<file path="src/rtl/id_operand_fetch.sv">
// id_operand_fetch: decode / operand-fetch stage of the 5-stage MIPS-subset pipeline.
// Decodes the IF/ID word, drives the regfile read ports, forwards from EX/MEM,
// raises a load-use stall request and registers the result into ID/EX.
// Optional macro ID_STALL_CNT_EN adds a free-running load-use stall counter (stall_cnt_o).
module id_operand_fetch #(
   parameter int DW = 32,
   parameter int RW = 5
) (
   input  logic          clk,
   input  logic          rst,
   input  logic [31:0]   inst_i,
   input  logic          inst_valid_i,
   output logic          re1,
   output logic [RW-1:0] raddr1,
   output logic          re2,
   output logic [RW-1:0] raddr2,
   input  logic [DW-1:0] rdata1,
   input  logic [DW-1:0] rdata2,
   input  logic          ex_we_i,
   input  logic [RW-1:0] ex_waddr_i,
   input  logic [DW-1:0] ex_wdata_i,
   input  logic          ex_is_load_i,
   input  logic          mem_we_i,
   input  logic [RW-1:0] mem_waddr_i,
   input  logic [DW-1:0] mem_wdata_i,
   input  logic          stall_i,
   input  logic          flush_i,
   output logic          stall_req_o,
   output logic          ex_valid_o,
   output logic [5:0]    ex_opcode_o,
   output logic [5:0]    ex_funct_o,
   output logic [DW-1:0] ex_op1_o,
   output logic [DW-1:0] ex_op2_o,
   output logic [DW-1:0] ex_sdata_o,
   output logic          ex_we_o,
   output logic [RW-1:0] ex_waddr_o,
   output logic          ex_is_load_o,
   output logic          ex_illegal_o
`ifdef ID_STALL_CNT_EN
   ,
   output logic [31:0]   stall_cnt_o
`endif
);

   // ID/EX pipeline register contents
   typedef struct packed {
      logic          valid;
      logic [5:0]    opcode;
      logic [5:0]    funct;
      logic [DW-1:0] op1;
      logic [DW-1:0] op2;
      logic [DW-1:0] sdata;
      logic          we;
      logic [RW-1:0] waddr;
      logic          is_load;
      logic          illegal;
   } idex_t;

   logic [5:0]    opcode;
   logic [RW-1:0] rs, rt, rd;
   logic [15:0]   imm;
   logic [DW-1:0] sext, zext, luiv;

   logic          use_imm, is_store, dec_we;
   logic [DW-1:0] imm_val, src1, src2;
   idex_t         d, q;
   logic          load_use;

   assign opcode = inst_i[31:26];
   assign rs     = inst_i[25:21];
   assign rt     = inst_i[20:16];
   assign rd     = inst_i[15:11];
   assign imm    = inst_i[15:0];
   assign sext   = {{(DW-16){imm[15]}}, imm};
   assign zext   = {{(DW-16){1'b0}}, imm};
   assign luiv   = {imm, {(DW-16){1'b0}}};

   assign raddr1 = rs;
   assign raddr2 = rt;

   // Instruction class decode; an invalid slot decodes to an all-zero bubble
   always_comb begin
      re1       = 1'b0;
      re2       = 1'b0;
      use_imm   = 1'b0;
      is_store  = 1'b0;
      imm_val   = '0;
      dec_we    = 1'b0;
      d         = '0;
      if (inst_valid_i) begin
         d.valid  = 1'b1;
         d.opcode = opcode;
         unique case (opcode)
            6'b000000: begin
               re1     = 1'b1;
               re2     = 1'b1;
               d.funct = inst_i[5:0];
               dec_we  = 1'b1;
               d.waddr = rd;
            end
            6'b001000, 6'b001001, 6'b001010, 6'b001011: begin
               re1     = 1'b1;
               use_imm = 1'b1;
               imm_val = sext;
               dec_we  = 1'b1;
               d.waddr = rt;
            end
            6'b001100, 6'b001101, 6'b001110: begin
               re1     = 1'b1;
               use_imm = 1'b1;
               imm_val = zext;
               dec_we  = 1'b1;
               d.waddr = rt;
            end
            6'b001111: begin
               use_imm = 1'b1;
               imm_val = luiv;
               dec_we  = 1'b1;
               d.waddr = rt;
            end
            6'b100011: begin
               re1       = 1'b1;
               use_imm   = 1'b1;
               imm_val   = sext;
               dec_we    = 1'b1;
               d.waddr   = rt;
               d.is_load = 1'b1;
            end
            6'b101011: begin
               re1      = 1'b1;
               re2      = 1'b1;
               use_imm  = 1'b1;
               imm_val  = sext;
               is_store = 1'b1;
            end
            default: d.illegal = 1'b1;
         endcase
         // r0 is never a real destination
         d.we = dec_we && (d.waddr != '0);
         d.op1   = re1 ? src1 : '0;
         d.op2   = use_imm ? imm_val : (re2 ? src2 : '0);
         d.sdata = is_store ? src2 : '0;
      end
   end

   // Operand resolution: r0, then youngest producer (EX), then MEM, then regfile
   always_comb begin
      if (rs == '0)                           src1 = '0;
      else if (ex_we_i && ex_waddr_i == rs)   src1 = ex_wdata_i;
      else if (mem_we_i && mem_waddr_i == rs) src1 = mem_wdata_i;
      else                                    src1 = rdata1;
      if (rt == '0)                           src2 = '0;
      else if (ex_we_i && ex_waddr_i == rt)   src2 = ex_wdata_i;
      else if (mem_we_i && mem_waddr_i == rt) src2 = mem_wdata_i;
      else                                    src2 = rdata2;
   end

   // Load in EX whose result is needed now: the EX forward would carry an address, not data
   assign load_use = inst_valid_i && ex_is_load_i && ex_we_i && (ex_waddr_i != '0) &&
                     ((re1 && ex_waddr_i == rs) || (re2 && ex_waddr_i == rt));
   assign stall_req_o = load_use && rst;

   // ID/EX register: flush beats hold, hold beats the load-use bubble
   always_ff @(posedge clk or negedge rst) begin
      if (!rst)             q <= '0;
      else if (flush_i)     q <= '0;
      else if (stall_i)     q <= q;
      else if (stall_req_o) q <= '0;
      else                  q <= d;
   end

   assign ex_valid_o   = q.valid;
   assign ex_opcode_o  = q.opcode;
   assign ex_funct_o   = q.funct;
   assign ex_op1_o     = q.op1;
   assign ex_op2_o     = q.op2;
   assign ex_sdata_o   = q.sdata;
   assign ex_we_o      = q.we;
   assign ex_waddr_o   = q.waddr;
   assign ex_is_load_o = q.is_load;
   assign ex_illegal_o = q.illegal;

`ifdef ID_STALL_CNT_EN
   // Counts bubbles actually inserted for load-use; a flush leaves it alone
   always_ff @(posedge clk or negedge rst) begin
      if (!rst)                         stall_cnt_o <= '0;
      else if (stall_req_o && !stall_i) stall_cnt_o <= stall_cnt_o + 32'd1;
   end
`endif

endmodule

</file>
<file path="config.mk">
export PLATFORM = sky130hd
export DESIGN_NAME = id_operand_fetch
export DESIGN_NICKNAME = d
export VERILOG_FILES = /design/src/rtl/id_operand_fetch.sv
export SDC_FILE = /design/constraint.sdc
export NUM_CORES = 1
export LEC_CHECK = 0
export CORE_UTILIZATION = 47
export CTS_BUF_LIST = sky130_fd_sc_hd__clkbuf_2 sky130_fd_sc_hd__clkbuf_4 sky130_fd_sc_hd__clkbuf_8
export DETAILED_ROUTE_END_ITERATION = 16
export PLACE_DENSITY = 0.86
export SLEW_MARGIN = 20
export SYNTH_ARGS = -nofsm -noshare
export SYNTH_HDL_FRONTEND = slang
export SYNTH_SLANG_ARGS = --single-unit
</file>
<file path="constraint.sdc">
create_clock -name clk -period 4.6 [get_ports clk]
set_input_delay 1.15 -clock clk [delete_from_list [all_inputs] [get_ports clk]]
set_output_delay 1.15 -clock clk [all_outputs]
set_load 0.01 [all_outputs]
</file>
**Word level (Yosys, flattened, before mapping)**

Cells that the tools add are included.
W data, S select, Z words.

- Flip-flop bits (word level): 117
- Input bits: 178
- Output and inout bits: 130
- Memories: 0
- RAM bits: 0
- Bits in latches: 0
- ROM bits: 0

- Div/mod/pow operators: 0
- Equal/unequal tests: 15
- $add $sub $neg: 0
- Multiply operators: 0
- Order comparisons: 0
- Shifts and indexed selects: 0
- Reduce and logical (&&, ||, !) cells: 26
- Bitwise operators: 0
- Muxes and demuxes: 32

Operators by type and width:

| cell | number |
|---|---|
| $mux W117 | 4 |
| $mux W32 | 10 |
| $pmux W32 S3 | 1 |
| $eq A6 B4 Y1 const B | 8 |
| $reduce_or A10 Y1 | 3 |
| $eq A5 B5 Y1 | 4 |
| $mux W1 | 14 |
| $eq A6 B6 Y1 const B | 2 |
| $logic_and A1 B1 Y1 | 12 |
| $reduce_or A11 Y1 | 1 |
| $logic_not A5 Y1 | 2 |
| $pmux W5 S2 | 1 |
| $reduce_bool A5 Y1 | 2 |
| $reduce_or A9 Y1 | 1 |
| $logic_not A6 Y1 | 1 |
| $mux W6 | 1 |
| $reduce_or A6 Y1 | 1 |
| $mux W5 | 1 |
| $reduce_or A3 Y1 | 1 |
| $ne A2 B1 Y1 const B | 1 |
| $reduce_or A2 Y1 | 1 |
| $logic_or A1 B1 Y1 | 1 |

**Logic depth before layout (Yosys ltp)**

Gate-level depths: netlist of the first run.

- Word-level depth: 12
- Gate-level depth with buffers: 10
- Gate-level depth less buffers: 7

**Worst setup path before layout of the first run**

OpenSTA, ideal clock, no wires.

- Path kind: input-to-output
- Start: in inst_i[31]
- End: out stall_req_o
- Cell stages on the path: 7
- Setup slack: 0.612 ns
- Data required time: 3.450 ns
- Data arrival time: 2.838 ns
- Cells stage by stage: clkbuf_1 > or4_4 > a2111oi_4 > nand3_2 > a211o_1 > inv_2 > buf_6

- Cells in the longest elaborated chain, start to end: 9

Ends and longest elaborated chain:

| item | line | source |
|---|---|---|
| from (decl) | 11 | `input logic [31:0] inst_i,` |
| $eq A6 B6 Y1 or $logic_not A6 Y1 (tied branches) | 93 | `unique case (opcode)` |
| $reduce_or A2 Y1 (no source line) * | -- |  |
| $mux W1 * | 93 |  |
| $mux W1 * (2 in a row) | 90 | `if (inst_valid_i) begin` |
| via re2 | 15 | `output logic re2,` |
| $logic_and A1 B1 Y1 * | 160 | `((re1 && ex_waddr_i == rs) \|\| (re2 && ex_waddr_i == rt));` |
| $logic_or A1 B1 Y1 * | 160 |  |
| $logic_and A1 B1 Y1 * | 159 | `assign load_use = inst_valid_i && ex_is_load_i && ex_we_i && (ex_waddr_i != '0) &&` |
| $logic_and A1 B1 Y1 * | 161 | `assign stall_req_o = load_use && rst;` |
| to (decl) | 28 | `output logic stall_req_o,` |

The timed path passes the listed nets; every way through them passes the cells marked *. The select of a mux whose other input is x is not followed.

**Final worst setup path of the first run**

- Start: in inst_i[27]
- End: out re2

- Cells in the longest elaborated chain, start to end: 5

Ends and longest elaborated chain:

| item | line |
|---|---|
| $eq A6 B6 Y1 or $logic_not A6 Y1 (tied branches) | 93 |
| $reduce_or A2 Y1 (no source line) * | -- |
| $mux W1 * | 93 |
| $mux W1 * (2 in a row) | 90 |
| to (decl) | 15 |

Mark *: on every way between the ends. The rest lies on a longest branch, timed or not. The select of a mux whose other input is x is not followed.

==> flow_summary.rst, run 1 <==
.. list-table::
   :header-rows: 1

   * - Metric
     - Value
   * - Via count normalized by instance count
     - 5.975
   * - Post-Route WL
     - between 20000 and 30000 um
   * - Clock power share
     - 0.390
   * - Max Transition Viols Final
     - 0
   * - Fraction of final layout cells sized beyond drive strength 1
     - 0.09219
   * - Worst r2r src
     - ex_op2_o[12]$_DFFE_PN0P_
   * - Final Net Count
     - about 1200
   * - TritonRoute pass-1 iters
     - 5
   * - End of the worst hold path
     - ex_sdata_o[5]$_DFFE_PN0P_
   * - Number of standard cells in the layout, taps in and fillers out
     - between 1000 and 1500
   * - Ys Warns
     - 0
   * - Sw Share
     - 0.2750
   * - Post-CTS Hold Buffers
     - 0
   * - Nets in the synthesized netlist
     - 940
   * - Most common library cell in the layout ignoring fill and taps
     - clkdlybuf4s50_1
   * - Maximum clock rate
     - 223.4 MHz
   * - Static leakage power
     - between 4 and 5 nW
   * - DRC
     - 0
   * - Clock latency at the later pin of the worst-skew pair
     - approximately 0.44 ns
   * - WP data arrival
     - approximately 3.3 ns
   * - Main synth FF type
     - dfrtp_1
   * - Starting utilization of the core area
     - 0.4882
   * - Post-placement cell count
     - approximately 1200
   * - Worst path top cell family by delay
     - buffers and inverters
   * - TritonCTS clock tree
     - yes
   * - Worst hold margin
     - a little under 0.5 ns
   * - Mapped Area
     - around 7000 sq um
   * - Largest fanout on the critical path
     - 2
   * - Final count of negative-setup-slack endpoints
     - 0
   * - Core box area
     - 14100 sq um
   * - Commonest cells after routing, fill and taps aside
     - clkdlybuf4s50_1 (305), dfrtp_1 (117), nand2_1 (99)
   * - End of the worst register-to-register path
     - ex_op2_o[12]$_DFFE_PN0P_
   * - Maximum level of the CTS H-tree
     - 4
   * - Sequential-to-total area share from yosys stat
     - 0.4255
   * - Post-synth top area cell
     - dfrtp_1
   * - Run status
     - finished clean
   * - Worst Setup Start Kind
     - primary input
   * - Worst-case vdd ir drop
     - approximately 0.00023 V
   * - Hold Crit Depth
     - 2
   * - Number of unique standard cell types used by synthesis
     - between 50 and 60
   * - Standard cell with the maximum stage delay on the critical path
     - or4_4
   * - Critical path class
     - primary input to output pin
   * - Pint
     - between 1.5 and 2 mW
   * - Fraction of registers with async set or reset after synthesis
     - 1.000
   * - Cell-by-cell trace of the critical path
     - clkdlybuf4s50_1 > or4_4 > a2111oi_4 > buf_4 > buf_4 > clkdlybuf4s50_1
   * - Number of synthesized flops with an enable pin
     - 0
   * - Number of antenna violations at the first check in global routing
     - 0
   * - Die ar.
     - 15130 sq um
   * - Area fraction of the dominant cell type after synthesis
     - 0.4255
   * - Setup repair after global routing missed its margin
     - false
   * - Worst Clk Skew
     - 0 ns
   * - Vertical extent of the die
     - roughly 120 um
   * - Final worst path period need
     - around 4.5 ns
   * - CP Buf/Inv Count
     - 4
   * - Die width
     - roughly 120 um
   * - R2R Setup Slk
     - 3.69 ns
   * - Largest stage delay on the critical path
     - approximately 0.57 ns
   * - Switching power of the nets
     - around 0.68 mW
   * - Buffers on Ports
     - ~300
   * - Tightest Pin Transition
     - approximately 0.9 ns
   * - Final number of hold-violating endpoints
     - 0
   * - Combinational Power Share
     - 0.189
   * - Global-route wire length before repair
     - 40200 um
   * - Total I/O pin count
     - 308
   * - Total clock buffers created by CTS
     - 17
   * - Aggregate global routing overflow
     - 0
   * - DR iter-0 viols
     - slightly above 600
   * - Launch instance of the worst min-delay path
     - ex_sdata_o[5]$_DFFE_PN0P_
   * - GP Congestion
     - 0.9225
   * - Routed wire length per instance
     - around 21 um
   * - Power per cell area
     - about 240 nW/um^2
   * - Critical path endpoint category
     - output pin
   * - HPWL after detailed placement
     - 19650 um
   * - Layout overhead on the synthesized area
     - 53.53%
   * - Worst slew margin
     - 0.3863
   * - Max Cap Viol
     - 0
   * - Post-Syn Instances
     - ~760
   * - Post-Route Utilization
     - 0.7495
   * - Total negative slack
     - 0 ns
   * - Cell types with the largest area share after synthesis
     - dfrtp_1 (43%), a22o_1 (8.4%), nand2_1 (5.5%), nor2_1 (4.9%), mux2i_1 (4.7%)
   * - Largest net degree at the start of global routing
     - 73
   * - Diode insertion count for antenna repair
     - 0
   * - Number of cell rows
     - 43
   * - Depth of the most critical reg-to-reg path
     - 2
   * - Number of clock sinks seen by CTS
     - 117
   * - Clock slew seen by the registers of the worst setup and hold paths
     - roughly 0.070 ns
   * - Worst min-delay path category
     - flip-flop to flip-flop
   * - Number of synthesized register bits
     - about 120
   * - Period Utilization, post-route
     - 0.9729
   * - Max Root-Sink Buffers
     - 2
   * - Clock root buffer master
     - clkbuf_8
   * - Proportion of power drawn by flip-flops and latches
     - 0.420
   * - CP required
     - between 3 and 4 ns
   * - Via count of the first global-routing pass
     - 7298
   * - Avg Cell Area, Syn
     - 9.031 sq um
   * - Antenna violation net count after detailed routing
     - 0
   * - Total via count in the routed design
     - ~7400
   * - GR Util All Layers
     - 0.3561
   * - Launching element of the worst setup path
     - inst_i[27]
==> synth_stat cells, types with 2 or more instances <==
master	n
dfrtp_1	117
nand2_1	100
nor2_1	90
a22o_1	66
clkbuf_1	52
a21oi_1	37
mux2i_1	32
o31ai_1	27
o21ai_0	18
a211oi_1	17
a32oi_1	17
a21boi_0	16
xor2_1	15
nand3_1	13
nor3b_1	13
buf_4	11
a31o_2	10
o211ai_1	10
o21ai_1	8
nor3_1	7
a211o_1	6
a22oi_1	6
and2_1	6
nand2b_1	6
nor4_1	6
a31oi_1	5
buf_1	5
buf_6	5
xnor2_1	5
or3_1	4
buf_2	3
and2_0	2
and3_1	2
inv_1	2
mux2_2	2
nor4_2	2
or4_1	2
==> area by class of cell <==
class / instances / area, sq um
inverters: 3 / 11.26
well taps: 180 / 225.2
fillers: 1080 / 3531
multi-input cells: 566 / 3618
flip-flops and latches: 117 / 2928
repair buffers: 345 / 3379
clock inverters: 11 / 126.4
clock buffers: 21 / 276.5
==> what timing repair did <==
action	4_1_cts	5_1_grt
buffers inserted	1	0
endpoints found under the setup margin	1	0
gates resized for setup	1	0
==> power by group through the flow <==
stage	registers [mW]	clock network, mW	logic [mW]
after floorplan	1.07	0	0.162
after global placement	1.07	0	0.457
after detailed placement	1.07	0	0.465
after CTS	1.05	0.981	0.467
after global routing	1.05	1.03	0.505
final	1.05	0.973	0.471
==> how the worst max path moves through the flow <==
stage / cells after the start / endpoint / slack (ns)
global placement: 7 / stall_req_o / -0.14
floorplan: 7 / stall_req_o / 0.61
global route: 6 / re2 / 0.1
detailed placement: 7 / stall_req_o / -0.18
finish: 6 / re2 / 0.12
CTS: 6 / re2 / 0.15
==> worst min-delay path: stages (launching register included) <==
cell,delay (ns)
dfrtp_1,0.34
nand2_1,0.05
o31ai_1,0.05
==> metal layers <==
layer | GRT usage | part of all wire
met5 | 0 | 0
met4 | 0.1483 | 0.036
met1 | 0.4624 | 0.41
met2 | 0.5748 | 0.47
met3 | 0.07841 | 0.082
==> through the flow <==
step | setup WS, ns | total power, mW | cell area (sq um)
floorplan | 0.6120 | 1.234 | 6882
global placement | -0.1375 | 1.524 | 10160
detailed placement | -0.1761 | 1.531 | 10160
CTS | 0.1461 | 2.495 | 10570
global route | 0.09813 | 2.583 | 10570
finish | 0.1247 | 2.491 | 10570
==> cells by family (layout without fill, tap and decap cells) <==
group / Yosys count / count (layout) / synth area share
simple gates: 263 / 263 / 0.1749
compound gates: 249 / 249 / 0.2693
flops: 117 / 117 / 0.4255
buf+inv: 79 / 380 / 0.05509
mux: 34 / 34 / 0.04982
xor+xnor: 20 / 20 / 0.02545
==> flip-flops by register name (all words and copies together) (netlist names) <==
register,flops
ex_we_o,1
ex_waddr_o,5
ex_op1_o,32
ex_valid_o,1
ex_sdata_o,32
ex_is_load_o,1
ex_opcode_o,6
ex_illegal_o,1
ex_funct_o,6
ex_op2_o,32
(Power assumes the default switching activity.)
==> run 2: changes to the inputs <==
CORE_UTILIZATION = 46   (was 47)
CTS_BUF_LIST = sky130_fd_sc_hd__clkbuf_16   (was sky130_fd_sc_hd__clkbuf_2 sky130_fd_sc_hd__clkbuf_4 sky130_fd_sc_hd__clkbuf_8)
PLACE_DENSITY = 0.84   (was 0.86)
==> run 2 against run 1 <==
Net effect: non-clock buffer count shrank 2; critical endpoint is now stall_req_o; critical path depth increased by 1; sequential power barely moved; flip-flop and latch count stayed put.
==> flow_summary.rst, run 2 (synthesis results as in run 1) <==
.. list-table::
   :header-rows: 1

   * - Metric
     - Value
   * - DRC
     - 0 (unchanged)
   * - Die width
     - 124.3 um (+1.1%)
   * - Post-placement cell count
     - 1213 (+0.25%)
   * - Most common library cell in the layout ignoring fill and taps
     - clkdlybuf4s50_1
   * - GR Util All Layers
     - 0.3493 (-0.006796)
   * - Final number of hold-violating endpoints
     - 0 (unchanged)
   * - Fill count
     - 1108 (+2.6%)
   * - Total I/O pin count
     - 308 (unchanged)
   * - Critical path class
     - primary input to output pin
   * - Routing usage on met1
     - 0.4544 (-0.008063)
   * - Global-route wire length before repair
     - 42010 um (+4.5%)
   * - Largest net degree at the start of global routing
     - 65 (-11%)
   * - Run status
     - finished clean
   * - Aggregate global routing overflow
     - 0 (unchanged)
   * - TritonRoute pass-1 iters
     - 5 (unchanged)
   * - Maximum clock rate
     - 221.5 MHz (-0.89%)
   * - Pwr Total
     - 2.895 mW (+16%)
   * - Global-route layer with the greatest usage
     - met2
   * - Maximum level of the CTS H-tree
     - 4 (unchanged)
   * - Area after DPL
     - 10170 sq um (about the same)
   * - Via count of the first global-routing pass
     - 7455 (+2.2%)
   * - End of the worst hold path
     - ex_valid_o$_DFFE_PN0P_
   * - Period Utilization, post-route
     - 0.9816 (+0.008710)
   * - Vertical extent of the die
     - 124.3 um (+1.1%)
   * - Final count of negative-setup-slack endpoints
     - 0 (unchanged)
   * - Worst Setup Start Kind
     - primary input
   * - Buffers on Ports
     - 307 (unchanged)
   * - GRT met3 Usage
     - 0.07732 (-0.001094)
   * - Post-CTS Setup Inserts
     - 0 (-1)
   * - Launch instance of the worst min-delay path
     - ex_valid_o$_DFFE_PN0P_
   * - Starting utilization of the core area
     - 0.4717 (-0.01650)
   * - Clock root buffer master
     - clkbuf_16
   * - Power per cell area
     - 268.9 nW/um^2 (+14%)
   * - Resized Gates After CTS
     - 1 (unchanged)
   * - Cell-by-cell trace of the critical path
     - clkdlybuf4s50_1 > or4_4 > a2111oi_4 > nand3_2 > a211o_1 > inv_2 > dlygate4sd2_1
   * - Antenna violation net count after detailed routing
     - 0 (unchanged)
   * - Core box area
     - 14590 sq um (+3.5%)
   * - Via count normalized by instance count
     - 5.988 (+0.22%)
   * - Register Area
     - 2928 sq um (unchanged)
   * - Max Transition Viols Final
     - 0 (unchanged)
   * - Worst hold margin
     - 0.4782 ns (-0.002227 ns)
   * - Total via count in the routed design
     - 7449 (+0.30%)
   * - Post-Route WL
     - 26700 um (+0.13%)
   * - Number of clock sinks seen by CTS
     - 117 (unchanged)
   * - DR iter-0 viols
     - 618 (-0.48%)
   * - Worst slew margin
     - 0.4817 (+0.09539)
   * - Die ar.
     - 15450 sq um (+2.1%)
   * - Diode insertion count for antenna repair
     - 0 (unchanged)
   * - Number of antenna violations at the first check in global routing
     - 0 (unchanged)
   * - Fraction of final layout cells sized beyond drive strength 1
     - 0.08868 (-0.003513)
   * - Max Root-Sink Buffers
     - 2 (unchanged)
   * - Clock latency at the later pin of the worst-skew pair
     - 0.42 ns (-0.02 ns)
   * - Largest fanout on the critical path
     - 2 (unchanged)
   * - Number of standard cells in the layout, taps in and fillers out
     - 1244 (+0.080%)
   * - Worst-case vdd ir drop
     - 0.0002424 V (+7.6%)
   * - HPWL after detailed placement
     - 19620 um (-0.12%)
   * - Worst-case setup slack after placement
     - -0.1827 ns (-0.006568 ns)
   * - Setup repair after global routing missed its margin
     - false
   * - Clock slew seen by the registers of the worst setup and hold paths
     - 0.06 ns (about the same)
   * - Post-route design area
     - 10770 sq um (+1.9%)
   * - Critical path endpoint category
     - output pin
   * - Worst Clk Skew
     - 0 ns (unchanged)
   * - Depth of the most critical reg-to-reg path
     - 2 (unchanged)
   * - Area of the multi-input gates
     - 3618 sq um (unchanged)
   * - GP Congestion
     - 0.9180 (-0.49%)
   * - CP required
     - 3.45 ns (about the same)
   * - Min setup slack post-route
     - 0.08463 ns (-0.04007 ns)
   * - Standard cell with the maximum stage delay on the critical path
     - or4_4
   * - Total clock buffers created by CTS
     - 17 (unchanged)
   * - Static leakage power
     - 4.406 nW (+1.9%)
   * - Tightest Pin Transition
     - 0.7775 ns (-0.1431 ns)
   * - Final Net Count
     - 1226 (-0.16%)
   * - WP data arrival
     - 3.37 ns (+0.04 ns)
   * - Routed wire length per instance
     - 21.46 um (about the same)
   * - End of the worst register-to-register path
     - ex_op2_o[15]$_DFFE_PN0P_
   * - Largest stage delay on the critical path
     - 0.57 ns (about the same)
   * - Number of cell rows
     - 44 (+2.3%)
   * - R2R Setup Slk
     - 3.74 ns (+0.05 ns)
   * - Hold Crit Depth
     - 2 (unchanged)
   * - Global routing met2 resource utilization
     - 0.5661 (-0.008653)
   * - Worst min-delay path category
     - flip-flop to flip-flop
   * - Worst r2r src
     - ex_op2_o[15]$_DFFE_PN0P_
   * - Post-CTS Hold Buffers
     - 0 (unchanged)
   * - Max Cap Viol
     - 0 (unchanged)
   * - Commonest cells after routing, fill and taps aside
     - clkdlybuf4s50_1 (305), dfrtp_1 (117), nand2_1 (99)
   * - Final worst path period need
     - 4.515 ns (+0.04007 ns)
   * - TritonCTS clock tree
     - yes
   * - Layout overhead on the synthesized area
     - 56.44%
## run 2: area by class of cell
cell class / count / share of cell area
well taps: 184 / 0.02139
flip-flops and latches: 117 / 0.2720
multi-input cells: 566 / 0.3361
clock inverters: 14 / 0.01627
repair buffers: 343 / 0.3137
clock buffers: 17 / 0.03952
inverters: 3 / 0.001046
## run 2: worst max-delay path by stage
stage,startpoint,end,slack [ns],cells past startpoint
floorplan,inst_i[31],stall_req_o,0.61,7
global placement,inst_i[27],stall_req_o,-0.18,7
detailed placement,inst_i[27],stall_req_o,-0.18,7
CTS,inst_i[27],stall_req_o,0.08,7
global route,inst_i[27],stall_req_o,0.009,7
finish,inst_i[27],stall_req_o,0.08,7
## run 2: through the flow
step	utilization	TNS, ns
6_report	0.7379	0
3_3_place_gp	0.6968	-0.1820
3_5_place_dp	0.6968	-0.1827
5_1_grt	0.7379	0
4_1_cts	0.7379	0
2_1_floorplan	-	0
## run 2: critical path: cells and delay by family
| family | cells | cell delay (ns) |
|---|---|---|
| compound gates | 2 | 0.75 |
| buf+inv | 3 | 0.79 |
| simple gates | 2 | 0.68 |
## run 2: layer usage
layer,up-vias,share of wire
met3,56,0.079
li1,3357,-
met5,-,0
met2,442,0.48
met1,3594,0.41
met4,0,0.033
## run 2: power by group
group	switching [mW]	total, mW	internal [mW]
Sequential	0.00716	1.05	1.04
Combinational	0.227	0.472	0.245
Clock	0.521	1.37	0.854
